--- config.mk ---
export PLATFORM = sky130hd
export DESIGN_NAME = match_sequencer
export DESIGN_NICKNAME = d
export VERILOG_FILES = /design/src/rtl/game_pkg.sv /design/src/rtl/edge_detect.sv /design/src/rtl/match_sequencer.sv
export SDC_FILE = /design/constraint.sdc
export NUM_CORES = 1
export LEC_CHECK = 0
export BUFFER_PORTS_ARGS = -buffer_cell sky130_fd_sc_hd__buf_2
export CAP_MARGIN = 20
export CORE_MARGIN = 1.5
export CORE_UTILIZATION = 40
export DETAILED_ROUTE_END_ITERATION = 12
export PLACE_DENSITY = 0.68
export SYNTH_ARGS = -nofsm -noshare
export SYNTH_HDL_FRONTEND = slang
export SYNTH_SLANG_ARGS = --single-unit
--- constraint.sdc ---
create_clock -name clk -period 2.3 [get_ports clk]
set_input_delay 0.575 -clock clk [delete_from_list [all_inputs] [get_ports clk]]
set_output_delay 0.575 -clock clk [all_outputs]
set_load 0.01 [all_outputs]
--- src/rtl/game_pkg.sv ---
// Shared definitions for the ball-and-paddle match logic: mode encoding,
// match FSM state type, score width and a saturating score increment.
package game_pkg;

    localparam int SCORE_W = 5;

    localparam logic [1:0] MODE_TENNIS   = 2'b00;
    localparam logic [1:0] MODE_SOCCER   = 2'b01;
    localparam logic [1:0] MODE_SQUASH   = 2'b10;
    localparam logic [1:0] MODE_PRACTICE = 2'b11;

    typedef enum logic [1:0] {
        ST_SERVE_WAIT = 2'd0,
        ST_RALLY      = 2'd1,
        ST_PAUSE      = 2'd2,
        ST_OVER       = 2'd3
    } match_state_t;

    // Scores stop at all-ones rather than wrapping back to zero.
    function automatic logic [SCORE_W-1:0] sat_inc(input logic [SCORE_W-1:0] s);
        return (s == {SCORE_W{1'b1}}) ? s : s + SCORE_W'(1);
    endfunction

endpackage

--- src/rtl/edge_detect.sv ---
// Registered rising-edge detector: rise pulses for one cycle, one edge after
// the input is first sampled high.
module edge_detect (
    input  logic clk,
    input  logic rst,
    input  logic d,
    output logic rise
);

    logic d_q;

    always_ff @(posedge clk or posedge rst) begin
        if (rst) begin
            d_q  <= 1'b0;
            rise <= 1'b0;
        end else begin
            d_q  <= d;
            rise <= d & ~d_q;
        end
    end

endmodule

--- src/rtl/match_sequencer.sv ---
// Match-level sequencer: serve / rally / pause / game-over flow and scoring.
// Define MATCH_SEQ_DEUCE_EN to require a two-point lead to win.
//
// state         | meaning
// ST_SERVE_WAIT | ball held at serve position, waiting for serve or auto delay
// ST_RALLY      | ball in play, waiting for a wall miss
// ST_PAUSE      | ball frozen for PAUSE_CYCLES after a point
// ST_OVER       | match finished, winner held until a serve rise restarts
module match_sequencer
    import game_pkg::*;
#(
    parameter int WIN_SCORE    = 15,
    parameter int SERVE_DELAY  = 25_000_000,
    parameter int PAUSE_CYCLES = 12_500_000
) (
    input  logic               clk,
    input  logic               rst,
    input  logic [1:0]         mode,
    input  logic               serve_type,
    input  logic               serve,
    input  logic               miss_left,
    input  logic               miss_right,
    output logic               ball_en,
    output logic               ball_load,
    output logic               launch,
    output logic               serve_side,
    output logic [SCORE_W-1:0] p1_score,
    output logic [SCORE_W-1:0] p2_score,
    output logic               game_over,
    output logic               winner
);

    localparam int CNT_MAX = (SERVE_DELAY > PAUSE_CYCLES) ? SERVE_DELAY : PAUSE_CYCLES;
    localparam int CNT_W   = (CNT_MAX > 1) ? $clog2(CNT_MAX) : 1;

    localparam logic [CNT_W-1:0]   SERVE_TC = CNT_W'(SERVE_DELAY - 1);
    localparam logic [CNT_W-1:0]   PAUSE_TC = CNT_W'(PAUSE_CYCLES - 1);
    localparam logic [SCORE_W-1:0] WIN_S    = SCORE_W'(WIN_SCORE);

    match_state_t       state_q, state_d;
    logic [CNT_W-1:0]   cnt_q, cnt_d;
    logic [SCORE_W-1:0] p1_q, p1_d, p2_q, p2_d;
    logic [SCORE_W-1:0] p1_n, p2_n;
    logic               side_q, side_d;
    logic               launch_q, launch_d;
    logic               winner_q, winner_d;
    logic               serve_rise;
    logic               p1_win, p2_win;

    edge_detect u_serve_edge (
        .clk  (clk),
        .rst  (rst),
        .d    (serve),
        .rise (serve_rise)
    );

`ifdef MATCH_SEQ_DEUCE_EN
    logic [SCORE_W:0] p1_x, p2_x;

    assign p1_x = {1'b0, p1_q};
    assign p2_x = {1'b0, p2_q};

    // Once both players have reached 30 a lead of two is unreachable before
    // saturation, so a one-point lead at that stage ends the match.
    assign p1_win = (p1_q >= WIN_S) &&
                    ((p1_x >= p2_x + (SCORE_W+1)'(2)) ||
                     ((p1_q > p2_q) && (p2_q >= SCORE_W'(30))));
    assign p2_win = (p2_q >= WIN_S) &&
                    ((p2_x >= p1_x + (SCORE_W+1)'(2)) ||
                     ((p2_q > p1_q) && (p1_q >= SCORE_W'(30))));
`else
    assign p1_win = (p1_q >= WIN_S);
    assign p2_win = (p2_q >= WIN_S);
`endif

    always_ff @(posedge clk or posedge rst) begin
        if (rst) begin
            state_q  <= ST_SERVE_WAIT;
            cnt_q    <= '0;
            p1_q     <= '0;
            p2_q     <= '0;
            side_q   <= 1'b0;
            launch_q <= 1'b0;
            winner_q <= 1'b0;
        end else begin
            state_q  <= state_d;
            cnt_q    <= cnt_d;
            p1_q     <= p1_d;
            p2_q     <= p2_d;
            side_q   <= side_d;
            launch_q <= launch_d;
            winner_q <= winner_d;
        end
    end

    always_comb begin
        state_d  = state_q;
        cnt_d    = cnt_q;
        p1_d     = p1_q;
        p2_d     = p2_q;
        side_d   = side_q;
        launch_d = 1'b0;
        winner_d = winner_q;
        p1_n     = p1_q;
        p2_n     = p2_q;

        case (state_q)
            ST_SERVE_WAIT: begin
                cnt_d = cnt_q + CNT_W'(1);
                if ((serve_type && serve_rise) || (!serve_type && (cnt_q == SERVE_TC))) begin
                    state_d  = ST_RALLY;
                    launch_d = 1'b1;
                    cnt_d    = '0;
                end
            end

            ST_RALLY: begin
                if (miss_left || miss_right) begin
                    // miss_left has priority: P2 takes the point on a double miss
                    if (miss_left) begin
                        p2_n = sat_inc(p2_q);
                    end else begin
                        p1_n = sat_inc(p1_q);
                    end
                    p1_d = p1_n;
                    p2_d = p2_n;

                    case (mode)
                        MODE_TENNIS: side_d = p1_n[1] ^ p2_n[1] ^ (p1_n[0] & p2_n[0]);
                        MODE_SOCCER: side_d = ~miss_left;
                        MODE_SQUASH: side_d = miss_left;
                        default:     side_d = 1'b0;
                    endcase

                    state_d = ST_PAUSE;
                end
            end

            ST_PAUSE: begin
                if (cnt_q == PAUSE_TC) begin
                    cnt_d = '0;
                    if ((mode != MODE_PRACTICE) && (p1_win || p2_win)) begin
                        state_d  = ST_OVER;
                        winner_d = p2_win;
                    end else begin
                        state_d = ST_SERVE_WAIT;
                    end
                end else begin
                    cnt_d = cnt_q + CNT_W'(1);
                end
            end

            ST_OVER: begin
                if (serve_rise) begin
                    p1_d    = '0;
                    p2_d    = '0;
                    side_d  = 1'b0;
                    state_d = ST_SERVE_WAIT;
                end
            end

            default: state_d = ST_SERVE_WAIT;
        endcase
    end

    assign ball_en    = (state_q == ST_RALLY);
    assign ball_load  = (state_q == ST_SERVE_WAIT);
    assign game_over  = (state_q == ST_OVER);
    assign launch     = launch_q;
    assign serve_side = side_q;
    assign p1_score   = p1_q;
    assign p2_score   = p2_q;
    assign winner     = winner_q;

endmodule

### Yosys cells after proc, flatten, opt, wreduce, memory -nomap -nowiden

Cells that the tools add are included.

* register bits after elaboration: 42
* input bits: 8
* output and inout port bits: 16
* word-level logic and storage cells: 84

* $add $sub $neg: 3
* magnitude comparators: 2
* equal/unequal tests: 18
* muxes and demuxes: 28
* bitwise gates (word level): 6
* reduce and logical (&&, ||, !) cells: 16

Operator list (number)
* $mux W5: 11
* $mux W25: 2
* $pmux W25 S2: 1
* $add A25 B1 Y25 const B: 1
* $eq A25 B24 Y1 const B: 1
* $eq A25 B25 Y1 const B: 1
* $pmux W5 S2: 2
* $ne A2 B2 Y1 const B: 6
* $add A5 B1 Y5 const B: 2
* $eq A5 B5 Y1 const B: 2
* $ge A5 B4 Y1 const B: 2
* $mux W2: 5
* $reduce_and A5 Y1: 2
* $pmux W2 S4: 1
* $eq A2 B2 Y1 const B: 3
* $ne A2 B1 Y1 const B: 3
* $reduce_and A3 Y1: 2
* $eq A2 B1 Y1 const B: 2
* $logic_not A2 Y1: 2
* $mux W1: 4
* $reduce_and A4 Y1: 1
* $reduce_bool A2 Y1: 2
* $logic_and A1 B1 Y1: 3
* $logic_or A1 B1 Y1: 3
* 6 further kinds: 9

### Logic depth before layout (Yosys ltp)

Gate-level depths: netlist of run 1.

* depth after elaboration: 10
* mapped depth: 10
* gate-level depth less buffers: 9

### By module

A second synthesis of run 1 with hierarchy kept.

* cells, all modules: 271
* area total of the unflattened synthesis: 2407.3 um^2

By module, submodules not included
* match_sequencer: instances 1, cells an instance 267, area each 2339.7 um^2, seq. area each 1001.0 um^2
* edge_detect: instances 1, cells an instance 4, area each 67.6 um^2, seq. area each 50.0 um^2

### Worst setup path after synthesis of run 1

No wires, ideal clock.

* path kind: input port to flip-flop
* start: in serve_type
* end: reg cnt_q[18]
* setup time: 120 ps
* arrival time: 2324 ps
* data required time: 2180 ps
* path slack: -144 ps
* cell stages on the path: 8
* buffers on the path: 2
* cells stage by stage: or4bb_1 or4b_1 o31ai_1 mux2_4 and2_4 buf_6 buf_8 nor2_1

* longest elaborated chain between the ends: 5
* elaborated cells between the ends (all ways): 6
* those cells by class: mux (2); reduce/logical (4)

RTL lines
* from (decl): RTL line match_sequencer.sv:19 `input logic serve_type,`
* $logic_not A1 Y1: RTL line match_sequencer.sv:110 `if ((serve_type && serve_rise) || (!serve_type && (cnt_q == SERVE_TC))) begin`
* $logic_and A1 B1 Y1: RTL line match_sequencer.sv:110
* $logic_or A1 B1 Y1 *: RTL line match_sequencer.sv:110
* $mux W25 *: RTL line match_sequencer.sv:110
* $pmux W25 S2 *: RTL line match_sequencer.sv:107 `case (state_q)`
* to (signal assigned): RTL line match_sequencer.sv:87 `cnt_q <= cnt_d;`
* to (decl): RTL line match_sequencer.sv:41 `logic [CNT_W-1:0] cnt_q, cnt_d;`

Every way passes the cells marked *; elsewhere a longest branch is shown, timed or not.
A chain may end at the register's enable or synchronous reset.

### Final worst setup path of run 1

* start: reg cnt_q[17]
* end: reg cnt_q[10]

* longest elaborated chain between the ends: 5
* elaborated cells between the ends (all ways): 7
* those cells by class: eq/ne (2); mux (3); reduce/logical (2)

RTL lines (RTL line)
* $eq A25 B25 Y1: match_sequencer.sv:110
* $logic_and A1 B1 Y1: match_sequencer.sv:110
* $logic_or A1 B1 Y1: match_sequencer.sv:110
* $mux W25: match_sequencer.sv:110
* $pmux W25 S2 *: match_sequencer.sv:107

Marks and branches as above.

==> results of run 1 <==
cells in the mapped netlist (2+ instances only):
library cell / instances / area (µm²)
nor2b_1: 2 / 12.51
ha_1: 7 / 87.58
nand2_1: 29 / 108.9
nor2_1: 30 / 112.6
xnor2_1: 12 / 105.1
nand2b_1: 5 / 31.28
or4_1: 2 / 15.01
nand4b_1: 2 / 17.52
xor2_1: 5 / 43.79
clkbuf_1: 7 / 26.28
or2_2: 3 / 18.77
or4b_1: 2 / 20.02
nor3_1: 8 / 40.04
inv_1: 11 / 41.29
a21o_1: 7 / 52.55
dfrtp_1: 42 / 1051
and4_1: 2 / 17.52
o21ai_0: 22 / 110.1
or3_1: 3 / 18.77
nor4_1: 3 / 18.77
nand3_1: 15 / 75.07
nand4_1: 5 / 31.28
a21oi_1: 11 / 55.05
a22o_1: 2 / 17.52
and3_1: 6 / 37.54
nor4b_1: 3 / 26.28
flip-flops by register name (all words and copies together) (netlist names):
register	flops
state_q	2
u_serve_edge.rise	1
u_serve_edge.d_q	1
p1_score	5
cnt_q	25
serve_side	1
p2_score	5
winner	1
launch	1
area by class of cell:
cell class	count	area share, %
clock buffers	7	2.850
clock inverters	1	0.1652
inverters	11	1.363
multi-input cells	208	45.23
flip-flops and latches	42	34.70
well taps	75	3.098
repair buffers	58	12.60
metal layers:
metal  wire length (µm)  track usage [%]  up-vias
met3                189            2.841        8
met5                  0                0        -
met2               2702            29.66       51
li1                   -                -     1071
met1               2724            26.87     1050
met4                100            7.069        0
where the power goes:
part | internal (µW) | switching [µW]
clock | 242 | 255
sequential | 984 | 231
combinational | 695 | 765
total | 1920 | 1250
worst paths after layout:
check | start | end | slack [ns] | depth (start not counted)
setup reg to reg | cnt_q[17] | cnt_q[10] | -0.06 | 6
setup / recovery | cnt_q[17] | cnt_q[10] | -0.06 | 6
hold / removal | rst | serve_side | 0.19 | 2
min in group clk | u_serve_edge.d_q | u_serve_edge.rise | 0.39 | 1
max in group asynchronous | rst | cnt_q[24] | 1.55 | 3
hold reg to reg | u_serve_edge.d_q | u_serve_edge.rise | 0.39 | 1
worst register-to-register path: stages (launching register included):
cell and delay, ns:
dfrtp_1 0.39, or4b_4 0.54, or4b_4 0.55, o31ai_4 0.23, mux2_4 0.25, and2_4 0.23
nor2_1 0.07
what timing repair did:
item,in CTS,in global routing
gates resized for setup,12,17
setup endpoints to repair,24,28
buffers inserted,0,1
gates cloned,2,0
pin swaps,17,3
cell families after synthesis:
kind of cell	Yosys count
AND/OR/NAND/NOR	125
buffers and inverters	22
AO/OA/AOI/OAI	54
adder cells (fa/ha/maj)	7
XOR/XNOR	17
multiplexers	3
flip-flops	42
metrics by stage:
| step | total power (µW) | worst slack (ns) |
|---|---|---|
| after floorplan | 2029 | -0.1441 |
| after global placement | 2533 | -0.2931 |
| after detailed placement | 2575 | -0.3223 |
| after CTS | 3116 | -0.06106 |
| after global routing | 3421 | -0.1417 |
| final | 3173 | -0.05782 |
==> summary.txt, run 1 <==
Run
  – Max-cap violation count: 0

Finish
  – Register area: 1051 µm²
  – Fin nets: around 340
  – Most frequent cells in the layout: dfrtp_1 (42), buf_4 (34), nand2_1 (29), buf_2 (23), nor2_1 (22)
  – FILL cells: ~550
  – Multi-input gate area in the final layout: roughly 1400 µm²
  – Fin cells: ~400
  – Final core occ: about half
  – Most common cell after layout, fill and taps aside: dfrtp_1
  – Layout cells sized above 1: 29.05%
  – Post-route cell area: between 3000 and 4000 µm²
  – Area growth syn-to-layout: 25.64%
  – Ant. Diodes: 0

Clock tree
  – Worst-path clk slew: ~0.080 ns
  – Clk Latency, worst-skew pair: around 0.3 ns
  – Num CTS Buffers: 5
  – Cts-stage hold buffer count: 0
  – H-tree depth: 2
  – Clk buf depth: 2
  – CTS Sinks: between 40 and 50
  – CTS root buf: clkbuf_8
  – CTS tree: built

Yosys
  – Synth Net Count: between 200 and 300
  – Post-synthesis simple-gate area fraction: 27.04%
  – Synthesized flop and latch total: 42
  – Synth Area in XOR/XNOR: ~6.2%
  – Yosys cell types: 50
  – Post-Synth Adder-Cell Area: roughly 3.6%
  – Largest family of logic cells by synthesized area: simple AND/OR/NAND/NOR gates
  – Post-synth EDFFs: 0
  – Synth Instances: 270
  – Post-synthesis compound-gate area fraction: a little over an eighth
  – Post-synthesis mux area share: under 10%
  – Post-synthesis sequential area ratio: between 40% and 50%
  – Top FF cell, synth: dfrtp_1
  – FFs w/ async S/R, synth: 100.0%
  – Syn. warnings: 0
  – Syn avg cell area: slightly below 9 µm²
  – Mapped cell area: between 2000 and 2500 µm²

STA
  – Max-slew violations: 0
  – Final period util: 102.5%
  – Final setup violation count: 22
  – Final Hold Viols: 0
  – Period minus WS final: 2.358 ns
  – Unrepaired setup endpoints after global routing: yes
  – Max Clock Skew: around 0.0087 ns
  – Min Hold Slack: 0.1937 ns
  – Fin Setup TNS: -0.7532 ns
  – Final worst slack: -0.05782 ns
  – FMAX: roughly 0.42 GHz
  – Rel. slew slack: approximately 56%
  – Worst slew pin tran: ~0.66 ns

Detailed routing
  – Remaining routing DRC violations: 0
  – Final WL: ~5700 µm
  – DRT iter0 DRCs: ~150
  – Vias per cell: 5.423
  – WL/cell: 14.22 µm
  – Antenna Violating Nets Remaining: 0
  – Vias after detailed routing: approximately 2200
  – DR pass1 iterations: 4

Floorplanning
  – Die Height: 80.64 µm
  – Row count: 28
  – Initial Util: ~40%
  – I/O pin total: 24
  – Die area: about 6500 µm²
  – Chip Width: a little over 80 µm
  – Core ar.: approximately 5900 µm²

GRT
  – Global-route wire length before repair: slightly below 10000 µm
  – Initial antenna violation count: 0
  – Largest net degree at the start of global routing: 23
  – Vias in the first global route: 2039
  – Total grt overflow: 0
  – Total track usage: a little under a fifth

Place
  – IO Port Bufs: 23
  – Cell Area, Placed: approximately 2800 µm²
  – Gpl congestion: between 0.8 and 0.9
  – Post-DP HPWL: 3901 µm
  – Inst Count DP: 391

Setup path
  – Largest fanout on the critical path: 8
  – Buf+Inv Stages, Crit Path: 0
  – CP required: around 2.5 ns
  – Crit-path most repeated cell: or4b_4
  – WS Path Type: reg2reg
  – CP max-delay cell: or4b_4
  – CP Launch Type: flop
  – Top delay family on crit path: simple AND/OR/NAND/NOR gates
  – CP max stage delay: between 0.5 and 0.6 ns
  – Worst endpoint data arrival time: 2.54 ns
  – CP Cell Sequence: or4b_4 -> or4b_4 -> o31ai_4 -> mux2_4 -> and2_4 -> nor2_1
  – CP Capture Type: flop

Power
  – Leakage: approximately 0.0014 µW
  – VDD IR max: about 0.38 mV
  – PD cells: 1047 nW/µm²

Status
  – Failing checks: setup timing
  – Outcome: complete, but fails checks

Worst hold path
  – Min-delay worst type: in2async
(Power assumes the default switching activity.)
==> run 2, diff against run 1 <==
--- a/config.mk
+++ b/config.mk
@@ -7,6 +7,7 @@
 export LEC_CHECK = 0
 export BUFFER_PORTS_ARGS = -buffer_cell sky130_fd_sc_hd__buf_2
 export CAP_MARGIN = 20
+export CORE_ASPECT_RATIO = 1.4
 export CORE_MARGIN = 1.5
 export CORE_UTILIZATION = 40
 export DETAILED_ROUTE_END_ITERATION = 12
==> run 2 against run 1 <==
  * The run still ends with setup timing left
  * Sequential cell count is the same
  * Final cell count is 0.50% lower
  * Hold slack improved by 0.19 ns
  * Sequential share of layout area down 0.35 points
  * Sequential power hardly changed
  * Final area up 1.0%
  * Count of clock-buffer cells in the layout fell by 2
  * Non-clock buffer count grew 3
==> summary.txt, run 2 (synthesized netlist as in run 1, its figures left out) <==
Worst hold path
  – Min-delay worst type: in2reg (was in2async)
  – Hold path start: serve
  – Worst hold stages: 1
  – Worst Hold End: u_serve_edge.d_q

Clock tree
  – CTS Sinks: 42 (unchanged)
  – H-tree depth: 2 (unchanged)
  – Clk Latency, worst-skew pair: 0.30 ns (about the same)
  – CTS tree: built (unchanged)
  – CTS root buf: clkbuf_8 (unchanged)
  – Num CTS Buffers: 5 (unchanged)
  – Clk buf depth: 2 (unchanged)
  – Worst-path clk slew: 0.09 ns (was 0.08 ns)
  – Cts-stage hold buffer count: 0 (unchanged)

Detailed routing
  – WL/cell: 14.39 µm (was 14.22 µm)
  – Vias per cell: 5.593 (was 5.423)
  – DR pass1 iterations: 4 (unchanged)
  – DRT iter0 DRCs: 99 (was 146)
  – Final WL: 5756 µm (was 5717 µm)
  – Remaining routing DRC violations: 0 (unchanged)
  – Vias after detailed routing: 2237 (was 2180)
  – Antenna Violating Nets Remaining: 0 (unchanged)

Finish
  – Ant. Diodes: 0 (unchanged)
  – Top reg by flops: cnt_q (unchanged)
  – Max reg flops: 25 (unchanged)
  – Most frequent cells in the layout: dfrtp_1 (42), buf_4 (37), nand2_1 (29), buf_2 (23), o21ai_0 (19) (was dfrtp_1 (42), buf_4 (34), nand2_1 (29), buf_2 (23), nor2_1 (22))
  – Fin nets: 344 (was 341)
  – Fin cells: 400 (was 402)
  – Layout cells sized above 1: 31.21% (was 29.05%)
  – Post-route cell area: 3060 µm² (was 3029 µm²)
  – Most common cell after layout, fill and taps aside: dfrtp_1 (unchanged)
  – Final core occ: 52.57% (was 51.47%)
  – Area growth syn-to-layout: 26.93% (was 25.64%)

GRT
  – Vias in the first global route: 2159 (was 2039)
  – Initial antenna violation count: 0 (unchanged)
  – Largest net degree at the start of global routing: 43 (was 23)
  – Global-route wire length before repair: 9949 µm (was 9639 µm)
  – Total track usage: 20.12% (was 19.14%)
  – Total grt overflow: 0 (unchanged)

Floorplanning
  – Chip Width: 68.62 µm (was 80.64 µm)
  – Die area: 6509 µm² (was 6502 µm²)
  – Core ar.: 5822 µm² (was 5886 µm²)
  – Die Height: 94.86 µm (was 80.64 µm)
  – I/O pin total: 24 (unchanged)
  – Row count: 33 (was 28)
  – Initial Util: 41.41% (was 40.97%)

Setup path
  – CP required: 2.50 ns (was 2.48 ns)
  – Worst flop-to-flop path endpoint: cnt_q[12] (was cnt_q[10])
  – Crit-path most repeated cell: or4b_4 (unchanged)
  – CP max stage delay: 0.57 ns (was 0.55 ns)
  – WS Path Type: reg2reg (unchanged)
  – CP Capture Type: flop (unchanged)
  – Largest fanout on the critical path: 8 (unchanged)
  – Flop-to-flop setup slack: -0.11 ns (was -0.06 ns)
  – CP Cell Sequence: or4b_4 -> or4b_4 -> o31ai_4 -> mux2_4 -> and2_4 -> nor2_1 (unchanged)
  – CP max-delay cell: or4b_4 (unchanged)
  – R2R depth: 6 (unchanged)
  – R2r startpoint: cnt_q[23] (was cnt_q[17])
  – CP Launch Type: flop (unchanged)
  – Worst endpoint data arrival time: 2.61 ns (was 2.54 ns)

Place
  – IO Port Bufs: 23 (unchanged)
  – Gpl congestion: 0.8827 (was 0.8320)
  – Setup WS pre-CTS: -0.3874 ns (was -0.3223 ns)
  – Cell Area, Placed: 2828 µm² (was 2811 µm²)
  – Inst Count DP: 389 (was 391)
  – Post-DP HPWL: 4002 µm (was 3901 µm)

STA
  – Max-slew violations: 0 (unchanged)
  – FMAX: 0.4150 GHz (was 0.4241 GHz)
  – Final period util: 104.8% (was 102.5%)
  – Final worst slack: -0.1096 ns (was -0.05782 ns)
  – Worst slew pin tran: 0.5174 ns (was 0.6616 ns)
  – Period minus WS final: 2.410 ns (was 2.358 ns)
  – Final setup violation count: 23 (was 22)
  – Max Clock Skew: 0.007603 ns (was 0.008652 ns)
  – Final Hold Viols: 0 (unchanged)
  – Unrepaired setup endpoints after global routing: yes (unchanged)
  – Rel. slew slack: 64.96% (was 55.89%)

Power
  – Logic pwr share: 47.3% (was 46.0%)
  – Sw Pwr: 1286 µW (was 1252 µW)
  – Clock Power Share: 15.6% (was 15.7%)
  – Register share of total power: 37.1% (was 38.3%)
  – Design Power: 3224 µW (was 3173 µW)
  – Switching share of total power: 39.89% (was 39.45%)
  – Leakage: 0.001400 µW (was 0.001396 µW)
  – PD cells: 1053 nW/µm² (was 1047 nW/µm²)
  – Internal power: 1938 µW (was 1921 µW)
  – VDD IR max: 0.5936 mV (was 0.3819 mV)

Status
  – Outcome: complete, but fails checks (unchanged)
  – Failing checks: setup timing (unchanged)

Run
  – Max-cap violation count: 0 (unchanged)
[run 2: changes by cell type in the layout (fill, tap and decap cells not counted), sizes merged]
| cell | change |
|---|---|
| buf | +3 |
| inv | +2 |
| clkbuf | -2 |
| clkinvlp | +2 |
| clkinv | -2 |
[run 2: layer usage]
layer / track usage [%] / wire, µm / vias to the layer above
li1: - / - / 1074
met1: 26.65 / 2398 / 1091
met2: 32.21 / 3039 / 63
met3: 3.099 / 232 / 9
met4: 8.333 / 85 / 0
met5: 0 / 0 / -
[run 2: cell type report]
type,count,area [µm²]
sequential,42,1051
multi-input combinational,208,1384
inverter,11,41.29
clock inverter,3,23.77
clock buffer,5,68.82
tap,70,87.58
timing repair buffer,61,404.1
fill,533,2761
[run 2: how the worst max path moves through the flow]
stage / from / to / slack (ns) / depth (start not counted)
2_1_floorplan: serve_type / cnt_q[18] / -0.14 / 8
3_3_place_gp: serve_type / cnt_q[21] / -0.33 / 7
3_5_place_dp: serve_type / cnt_q[11] / -0.39 / 7
4_1_cts: cnt_q[15] / cnt_q[13] / -0.09 / 6
5_1_grt: cnt_q[23] / cnt_q[17] / -0.17 / 6
6_report: cnt_q[23] / cnt_q[12] / -0.11 / 6
[run 2: repair_timing]
item	CTS	global route
cloned	2	0
resized for setup	13	21
endpoints found under the hold margin	0	0
setup buffers	1	0
setup endpoints to repair	25	27
pin swaps	10	10
[run 2: worst max-delay path, delay by kind of cell (launching register included)]
kind	cells	cell delay, ns
and+or+nand+nor	4	1.42
DFF	1	0.39
muxes	1	0.27
AOI/OAI and AO/OA	1	0.23
[run 2: through the flow]
stage,hold slack [ns],TNS [ns]
4_1_cts,0.3766,-1.618
6_report,0.3805,-1.739
5_1_grt,0.3778,-3.424
3_5_place_dp,0.4014,-8.625
3_3_place_gp,0.3843,-7.387
2_1_floorplan,0.3777,-2.299
[run 2: power by group through the flow]
stage	Sequential, µW	Combinational [µW]	Clock (µW)
after detailed placement	1200	1400	0
final	1190	1530	503
after global routing	1230	1720	540
after CTS	1190	1450	516
after floorplan	1240	788	0
after global placement	1200	1370	0
